### src/rtl/word_mismatch_monitor_if.sv
// Operand/result handshake bundle for word_mismatch_monitor.
//   in_valid  : a/b pair is valid this cycle         (master -> slave)
//   a, b      : 5-bit operand words                  (master -> slave)
//   in_ready  : slave accepts a pair this cycle      (slave -> master)
//   out_valid : one-cycle pulse, neq_q holds new result (slave -> master)
//   neq_q     : registered (a != b) of last accepted pair (slave -> master)
interface word_mismatch_monitor_if;
  logic       in_valid;
  logic [4:0] a;
  logic [4:0] b;
  logic       in_ready;
  logic       out_valid;
  logic       neq_q;

  modport master (
    output in_valid, a, b,
    input  in_ready, out_valid, neq_q
  );

  modport slave (
    input  in_valid, a, b,
    output in_ready, out_valid, neq_q
  );
endinterface

### src/rtl/word_mismatch_monitor.sv
// Compares accepted a/b word pairs, counts total and consecutive mismatches,
// and latches an alarm when the consecutive run reaches a live threshold.
//   clk            : rising-edge clock
//   reset          : synchronous active-high reset (priority over everything)
//   clear          : synchronous active-high clear of counters/state
//   bus            : operand/result handshake (slave side)
//   threshold      : consecutive-mismatch limit, 0 disables the alarm
//   mismatch_count : saturating total mismatch count
//   run_count      : saturating consecutive mismatch count
//   alarm          : high while in ALARM
//
// state   | meaning
// IDLE    | no pair accepted since reset/clear
// MONITOR | pairs being accepted and counted
// ALARM   | run reached threshold; input blocked, everything frozen
module word_mismatch_monitor (
  input  logic                          clk,
  input  logic                          reset,
  input  logic                          clear,
  word_mismatch_monitor_if.slave        bus,
  input  logic [3:0]                    threshold,
  output logic [3:0]                    mismatch_count,
  output logic [3:0]                    run_count,
  output logic                          alarm
);

  typedef enum logic [1:0] {
    IDLE    = 2'd0,
    MONITOR = 2'd1,
    ALARM   = 2'd2
  } state_t;

  state_t     state_q;
  logic       res_q;
  logic       vld_q;
  logic [3:0] mis_q;
  logic [3:0] run_q;

  logic       accept;
  logic       neq;
  logic [3:0] mis_d;
  logic [3:0] run_d;
  logic       trip;

  assign bus.in_ready = (state_q != ALARM) && !clear;
  assign accept       = bus.in_valid && bus.in_ready;
  assign neq          = |(bus.a ^ bus.b);

  always_comb begin
    mis_d = mis_q;
    run_d = 4'd0;
    if (neq) begin
      mis_d = (mis_q == 4'hf) ? mis_q : mis_q + 4'd1;
      run_d = (run_q == 4'hf) ? run_q : run_q + 4'd1;
    end
    // Threshold is compared against the post-update run so the alarm
    // fires on the same edge that completes the run.
    trip = (threshold != 4'd0) && (run_d >= threshold);
  end

  always_ff @(posedge clk) begin
    if (reset || clear) begin
      state_q <= IDLE;
      res_q   <= 1'b0;
      vld_q   <= 1'b0;
      mis_q   <= 4'd0;
      run_q   <= 4'd0;
    end else begin
      vld_q <= accept;
      if (accept) begin
        res_q   <= neq;
        mis_q   <= mis_d;
        run_q   <= run_d;
        state_q <= trip ? ALARM : MONITOR;
      end
    end
  end

  assign bus.out_valid  = vld_q;
  assign bus.neq_q      = res_q;
  assign mismatch_count = mis_q;
  assign run_count      = run_q;
  assign alarm          = (state_q == ALARM);

endmodule

### src/flat_wrapper.sv
// flat-port wrapper written by rule: the top's interface ports become plain ports
module word_mismatch_monitor_flat 
  (clk, reset, clear, threshold, mismatch_count, run_count, alarm, bus_in_valid, bus_a, bus_b, bus_in_ready, bus_out_valid, bus_neq_q);
  word_mismatch_monitor_if bus_i ();
  input  logic clk;
  input  logic reset;
  input  logic clear;
  input  logic [3:0] threshold;
  output logic [3:0] mismatch_count;
  output logic [3:0] run_count;
  output logic alarm;
  input wire logic [$bits(bus_i.in_valid)-1:0] bus_in_valid;
  input wire logic [$bits(bus_i.a)-1:0] bus_a;
  input wire logic [$bits(bus_i.b)-1:0] bus_b;
  output wire logic [$bits(bus_i.in_ready)-1:0] bus_in_ready;
  output wire logic [$bits(bus_i.out_valid)-1:0] bus_out_valid;
  output wire logic [$bits(bus_i.neq_q)-1:0] bus_neq_q;
  assign bus_i.in_valid = bus_in_valid;
  assign bus_i.a = bus_a;
  assign bus_i.b = bus_b;
  assign bus_in_ready = bus_i.in_ready;
  assign bus_out_valid = bus_i.out_valid;
  assign bus_neq_q = bus_i.neq_q;
  word_mismatch_monitor u_core (.clk(clk), .reset(reset), .clear(clear), .bus(bus_i), .threshold(threshold), .mismatch_count(mismatch_count), .run_count(run_count), .alarm(alarm));
endmodule
### config.mk
export PLATFORM = sky130hd
export DESIGN_NAME = word_mismatch_monitor_flat
export DESIGN_NICKNAME = d
export VERILOG_FILES = /design/src/rtl/word_mismatch_monitor_if.sv /design/src/rtl/word_mismatch_monitor.sv /design/src/flat_wrapper.sv
export SDC_FILE = /design/constraint.sdc
export NUM_CORES = 1
export LEC_CHECK = 0
export CORE_AREA = 2 2 54 46
export CTS_CLUSTER_DIAMETER = 120
export CTS_CLUSTER_SIZE = 10
export DETAILED_ROUTE_END_ITERATION = 8
export DIE_AREA = 0 0 56 48
export PLACE_DENSITY = 0.72
export SLEW_MARGIN = 20
export SYNTH_ARGS = -nofsm -noshare
export SYNTH_HDL_FRONTEND = slang
export SYNTH_SLANG_ARGS = --single-unit
### constraint.sdc
create_clock -name clk -period 2.35 [get_ports clk]
set_input_delay 0.705 -clock clk [delete_from_list [all_inputs] [get_ports clk]]
set_output_delay 0.705 -clock clk [all_outputs]
set_load 0.02 [all_outputs]
After elaboration in Yosys (flattened, before gate mapping) --
Index checks and enable logic that the tools add are counted.
Word-level totals: output and inout port bits 12, bits in registers 12, word-level logic and storage cells 25, input port bits 18
Operators by class: equality and inequality tests 4, muxes and demuxes 3, bitwise gates (word level) 2, reductions and logical operators 8, add/sub/neg operators 2, order comparisons 1
Operators by type and width (number):
- $add A4 B1 Y4 const B | 2
- $eq A4 B4 Y1 const B | 2
- $mux W4 | 2
- $reduce_or A5 Y1 | 1
- $xor A5 B5 Y5 | 1
- $ge A4 B4 Y1 | 1
- $reduce_bool A4 Y1 | 1
- $logic_and A1 B1 Y1 | 3
- $reduce_and A3 Y1 | 1
- $eq A2 B2 Y1 const B | 1
- $mux W2 | 1
- $ne A2 B2 Y1 const B | 1
- $logic_not A1 Y1 | 1
- $logic_or A1 B1 Y1 | 1
- $not A1 Y1 | 1

Logic depth before layout (Yosys ltp) --
word-level depth 6, mapped depth 10, gate-level depth less buffers 10

Worst setup path before layout --
Ideal clock, no wire load.
kind input port to flip-flop, from input port bus_b[0], to register u_core.state_q[0], buffers on the path 0, cell stages on the path 10, setup time 0.059 ns, arrival time 2.249 ns, slack 0.042 ns, required time 2.291 ns, cells stage by stage xor2_1 nor3_2 nand2_1 nand2_1 ha_1 nand2b_1 a21oi_1 nor2b_1 o31ai_1 o211a_1
On the way: longest elaborated chain between the ends 6
Ends and longest elaborated chain:
- start: declaration | line flat_wrapper.sv:14 | input wire logic [$bits(bus_i.b)-1:0] bus_b;
- $xor A5 B5 Y5 | line word_mismatch_monitor.sv:47 | assign neq = |(bus.a ^ bus.b);
- $reduce_or A5 Y1 | line word_mismatch_monitor.sv:47
- $mux W4 | line word_mismatch_monitor.sv:52 | if (neq) begin
- $ge A4 B4 Y1 | line word_mismatch_monitor.sv:58 | trip = (threshold != 4'd0) && (run_d >= threshold);
- $logic_and A1 B1 Y1 | line word_mismatch_monitor.sv:58
- $mux W2 | line word_mismatch_monitor.sv:74 | state_q <= trip ? ALARM : MONITOR;
- end signal: assignment | line word_mismatch_monitor.sv:74
- end: declaration | line word_mismatch_monitor.sv:33 | state_t state_q;
No other way between the ends. A chain may end at the register's enable or synchronous reset.

Final worst setup path --
from input port bus_a[4], to register u_core.state_q[0]
On the way: longest elaborated chain between the ends 6
Ends and longest elaborated chain:
- start: declaration | line flat_wrapper.sv:13 | input wire logic [$bits(bus_i.a)-1:0] bus_a;
- $xor A5 B5 Y5 | line word_mismatch_monitor.sv:47
- $reduce_or A5 Y1 | line word_mismatch_monitor.sv:47
- $mux W4 | line word_mismatch_monitor.sv:52
- named net u_core.run_d[2] | line word_mismatch_monitor.sv:42 | logic [3:0] run_d;
- $ge A4 B4 Y1 | line word_mismatch_monitor.sv:58
- $logic_and A1 B1 Y1 | line word_mismatch_monitor.sv:58
- $mux W2 | line word_mismatch_monitor.sv:74
The timed path passes the listed nets, and every way through them passes these cells.

==> summary.txt <==
Pwr
  • Internal: 0.364 mW
  • Sw Ratio: 0.266
  • Clock share of power: 0.337
  • Sequential share of power: 0.422
  • Leakage: 0.586 nW
  • Peak supply drop: around 0.00036 V
  • NetSw: roughly 0.13 mW
  • PwrDens: 374 mW/mm2
  • Final Total Pwr: 0.496 mW
  • Comb pwr share: 0.241

Critical path
  • Crit path buf inv count: 2
  • Reg2reg end: u_core.state_q[0]$_SDFFE_PP0P_
  • CP arrival: 2.52 ns
  • CP delay by family, top: simple AND/OR/NAND/NOR gates
  • Data required time of the worst path: around 2.6 ns
  • CP startpoint kind: primary input
  • Crit path max fanout: 4
  • Crit-path cells: dlygate4sd2_1 > xor2_1 > nor3_2 > and2_4 > buf_12 > nor3_4 > ha_1 > nor2b_4 > o31ai_4 > o211a_1
  • Worst r2r src: u_core.run_count[0]$_SDFFE_PP0P_
  • Register-to-register setup slack: about 0.25 ns
  • CP startpoint: bus_a[4]
  • Slowest cell on the critical path: ha_1
  • Critical path depth: 10
  • R2R depth: 10
  • Crit end category: register
  • Crit Path Class: in2reg
  • Critical Path End: u_core.state_q[0]$_SDFFE_PP0P_
  • Crit path largest cell delay: 0.30 ns

Cells and area
  • Most frequent cells in the layout: clkdlybuf4s50_1 (18), buf_4 (12), dfxtp_1 (12)
  • Design Area, Final: approximately 0.0013 mm2
  • Share of layout cells above drive strength 1: 0.266
  • Post-layout util: 0.631
  • Final Non-Filler Cells: 164
  • Final nets: around 160
  • Most common cell after layout, fill and taps aside: clkdlybuf4s50_1
  • Antenna diodes: 0
  • Area delta synth->final: 69.3%

Drt
  • DR pass1 iterations: 5
  • DR WL/cell: 14.6 um
  • Wire length after detailed routing: approximately 2400 um
  • DR vias: 869
  • Initial DRC count: 28
  • Post-route ant nets: 0
  • DR DRC count: 0
  • DR vias/cell: around 5.3

Timing
  • Time the worst path needs with I/O delays and setup: 2.30 ns
  • Relative slew slack: 0.747
  • Final hold vios: 0
  • Worst Tran Pin Value: 0.376 ns
  • Setup TNS: 0 ns
  • Final period util: 0.980
  • Clock skew: 0.00911 ns
  • Pins Over Slew Limit: 0
  • Final Setup Violations: 0
  • Fmax: 434 MHz

Global routing
  • Vias in the first global route: 823
  • Total global-route track usage: 0.181
  • First-pass GRT wire length: approximately 3600 um
  • Grt ovf: 0
  • Largest net degree at the start of global routing: 10
  • Initial antenna violation count: 0

Synth
  • Share of the synthesized area in the top cell type: 0.307
  • Netlist cell types: 33
  • Async S/R FF share, synth: 0
  • Synth Instances: 94
  • Seq/Total Area, Yosys: 0.307
  • Main synth FF type: dfxtp_1
  • Syn avg cell area: 8.33 um2
  • Synth area leader: dfxtp_1
  • Cell area after synthesis: 783 um2
  • Ys Warns: 0
  • Post-synth EDFFs: 0
  • Largest cells by area after synthesis: dfxtp_1 (31%), ha_1 (9.6%), xor2_1 (6.7%)
  • Syn Nets: 118
  • Yosys reg bits: 12

Floorplan
  • Initial Utilization: 0.373
  • Total die area: about 0.0027 mm2
  • Core region area: 0.00210 mm2
  • IO Count: 30
  • FP Rows: 15
  • Die X: between 50 and 60 um
  • Die Y: 48 um

Place
  • Dpl cells: 158
  • GP Congestion: just over 0.8
  • Placed Area: 0.00118 mm2
  • # port buffers: 29
  • Dpl hpwl: 1730 um

Worst hold path
  • Hold crit path type: reg2reg

CTS
  • Clock-pin slew on the worst setup and hold paths: 0.07 ns
  • Clk buf depth: 2
  • Clk root buf: clkbuf_4
  • TritonCTS clock tree: done
  • Hold buffers post-CTS: 0
  • Worst-Skew Late Latency: 0.28 ns
  • Total CTS buffers: 3
  • Clock Sinks: 12
  • H-tree levels: 1

Run
  • Max-cap viol count: 0

Run status
  • Status: completed
==> synth_stat cells, types with 2 or more instances <==
| master | instances |
|---|---|
| inv_1 | 5 |
| and3_1 | 2 |
| nand3_1 | 5 |
| nor3_1 | 3 |
| nor2_1 | 13 |
| a211oi_2 | 2 |
| o21ai_0 | 2 |
| nor4b_1 | 2 |
| nand2_1 | 9 |
| ha_1 | 6 |
| dfxtp_1 | 12 |
| a21o_1 | 2 |
| xor2_1 | 6 |
| o22ai_1 | 2 |
| a21oi_1 | 3 |
| a31oi_1 | 2 |
| mux2i_1 | 2 |
==> layout make-up <==
| cell class | instances | area (um2) |
|---|---|---|
| repair buffers | 42 | 389 |
| flip-flops and latches | 12 | 240 |
| well taps | 25 | 31.3 |
| fillers | 180 | 776 |
| clock buffers | 4 | 36.3 |
| inverters | 5 | 18.8 |
| multi-input cells | 76 | 611 |
==> metal layers <==
metal | GRT usage | share of wire | up-vias
met3 | 0.0622 | 0.042 | 2
met4 | 0.0476 | 0.0038 | 0
met2 | 0.327 | 0.54 | 22
met5 | 0 | 0 | -
met1 | 0.214 | 0.42 | 420
li1 | - | - | 425
==> power by group through the flow <==
stage	clock, mW	sequential (mW)	combinational, mW
after detailed placement	0	0.214	0.106
after global placement	0	0.214	0.103
after floorplan	0	0.218	0.0414
final	0.167	0.209	0.119
after CTS	0.172	0.209	0.103
after global routing	0.180	0.210	0.129
==> how the worst min path moves through the flow <==
stage                                              start                              to  slack, ns  cells after the start
after floorplan           u_core.state_q[1]$_SDFFE_PP0P_  u_core.state_q[1]$_SDFFE_PP0P_       0.47                      2
after global placement    u_core.state_q[1]$_SDFFE_PP0P_  u_core.state_q[1]$_SDFFE_PP0P_       0.48                      2
final                     u_core.state_q[1]$_SDFFE_PP0P_  u_core.state_q[1]$_SDFFE_PP0P_       0.50                      2
after global routing      u_core.state_q[1]$_SDFFE_PP0P_  u_core.state_q[1]$_SDFFE_PP0P_       0.53                      2
after detailed placement  u_core.state_q[1]$_SDFFE_PP0P_  u_core.state_q[1]$_SDFFE_PP0P_       0.49                      2
after CTS                 u_core.state_q[1]$_SDFFE_PP0P_  u_core.state_q[1]$_SDFFE_PP0P_       0.50                      2
==> logic make-up (layout without fill, tap and decap cells) <==
logic type               count (synthesis)  after routing  synth area share
buffers and inverters                    6             51            0.0303
multiplexers                             2              2            0.0256
flip-flops                              12             12             0.307
XOR/XNOR                                 7              7            0.0783
AO/OA/AOI/OAI                           15             15             0.137
adder cells (fa/ha/maj)                  6              6            0.0958
AND/OR/NAND/NOR                         46             46             0.326
==> worst min-delay path: cells and delay by family (launching register included) <==
family | cells | cell delay, ns
AOI/OAI and AO/OA | 1 | 0.05
DFF | 1 | 0.34
and+or+nand+nor | 1 | 0.07
==> repair_timing <==
item / 4_1_cts / 5_1_grt
buffers inserted: 1 / 2
gates resized for setup: 16 / 13
setup endpoints to repair: 3 / 2
pin swaps: 11 / 7
==> registers in the layout, summed over array words and instances, names as in the netlist <==
signal	cells
u_core.bus.neq_q	1
u_core.bus.out_valid	1
u_core.mismatch_count	4
u_core.run_count	4
u_core.state_q	2
==> stage by stage <==
step | hold slack (ns) | worst slack, ns
3_5_place_dp | 0.492 | -0.534
6_report | 0.496 | 0.0470
3_3_place_gp | 0.484 | -0.412
4_1_cts | 0.499 | -0.00817
2_1_floorplan | 0.472 | 0.0424
5_1_grt | 0.531 | -0.00435
Note: power is estimated with default switching activity, not from simulation.
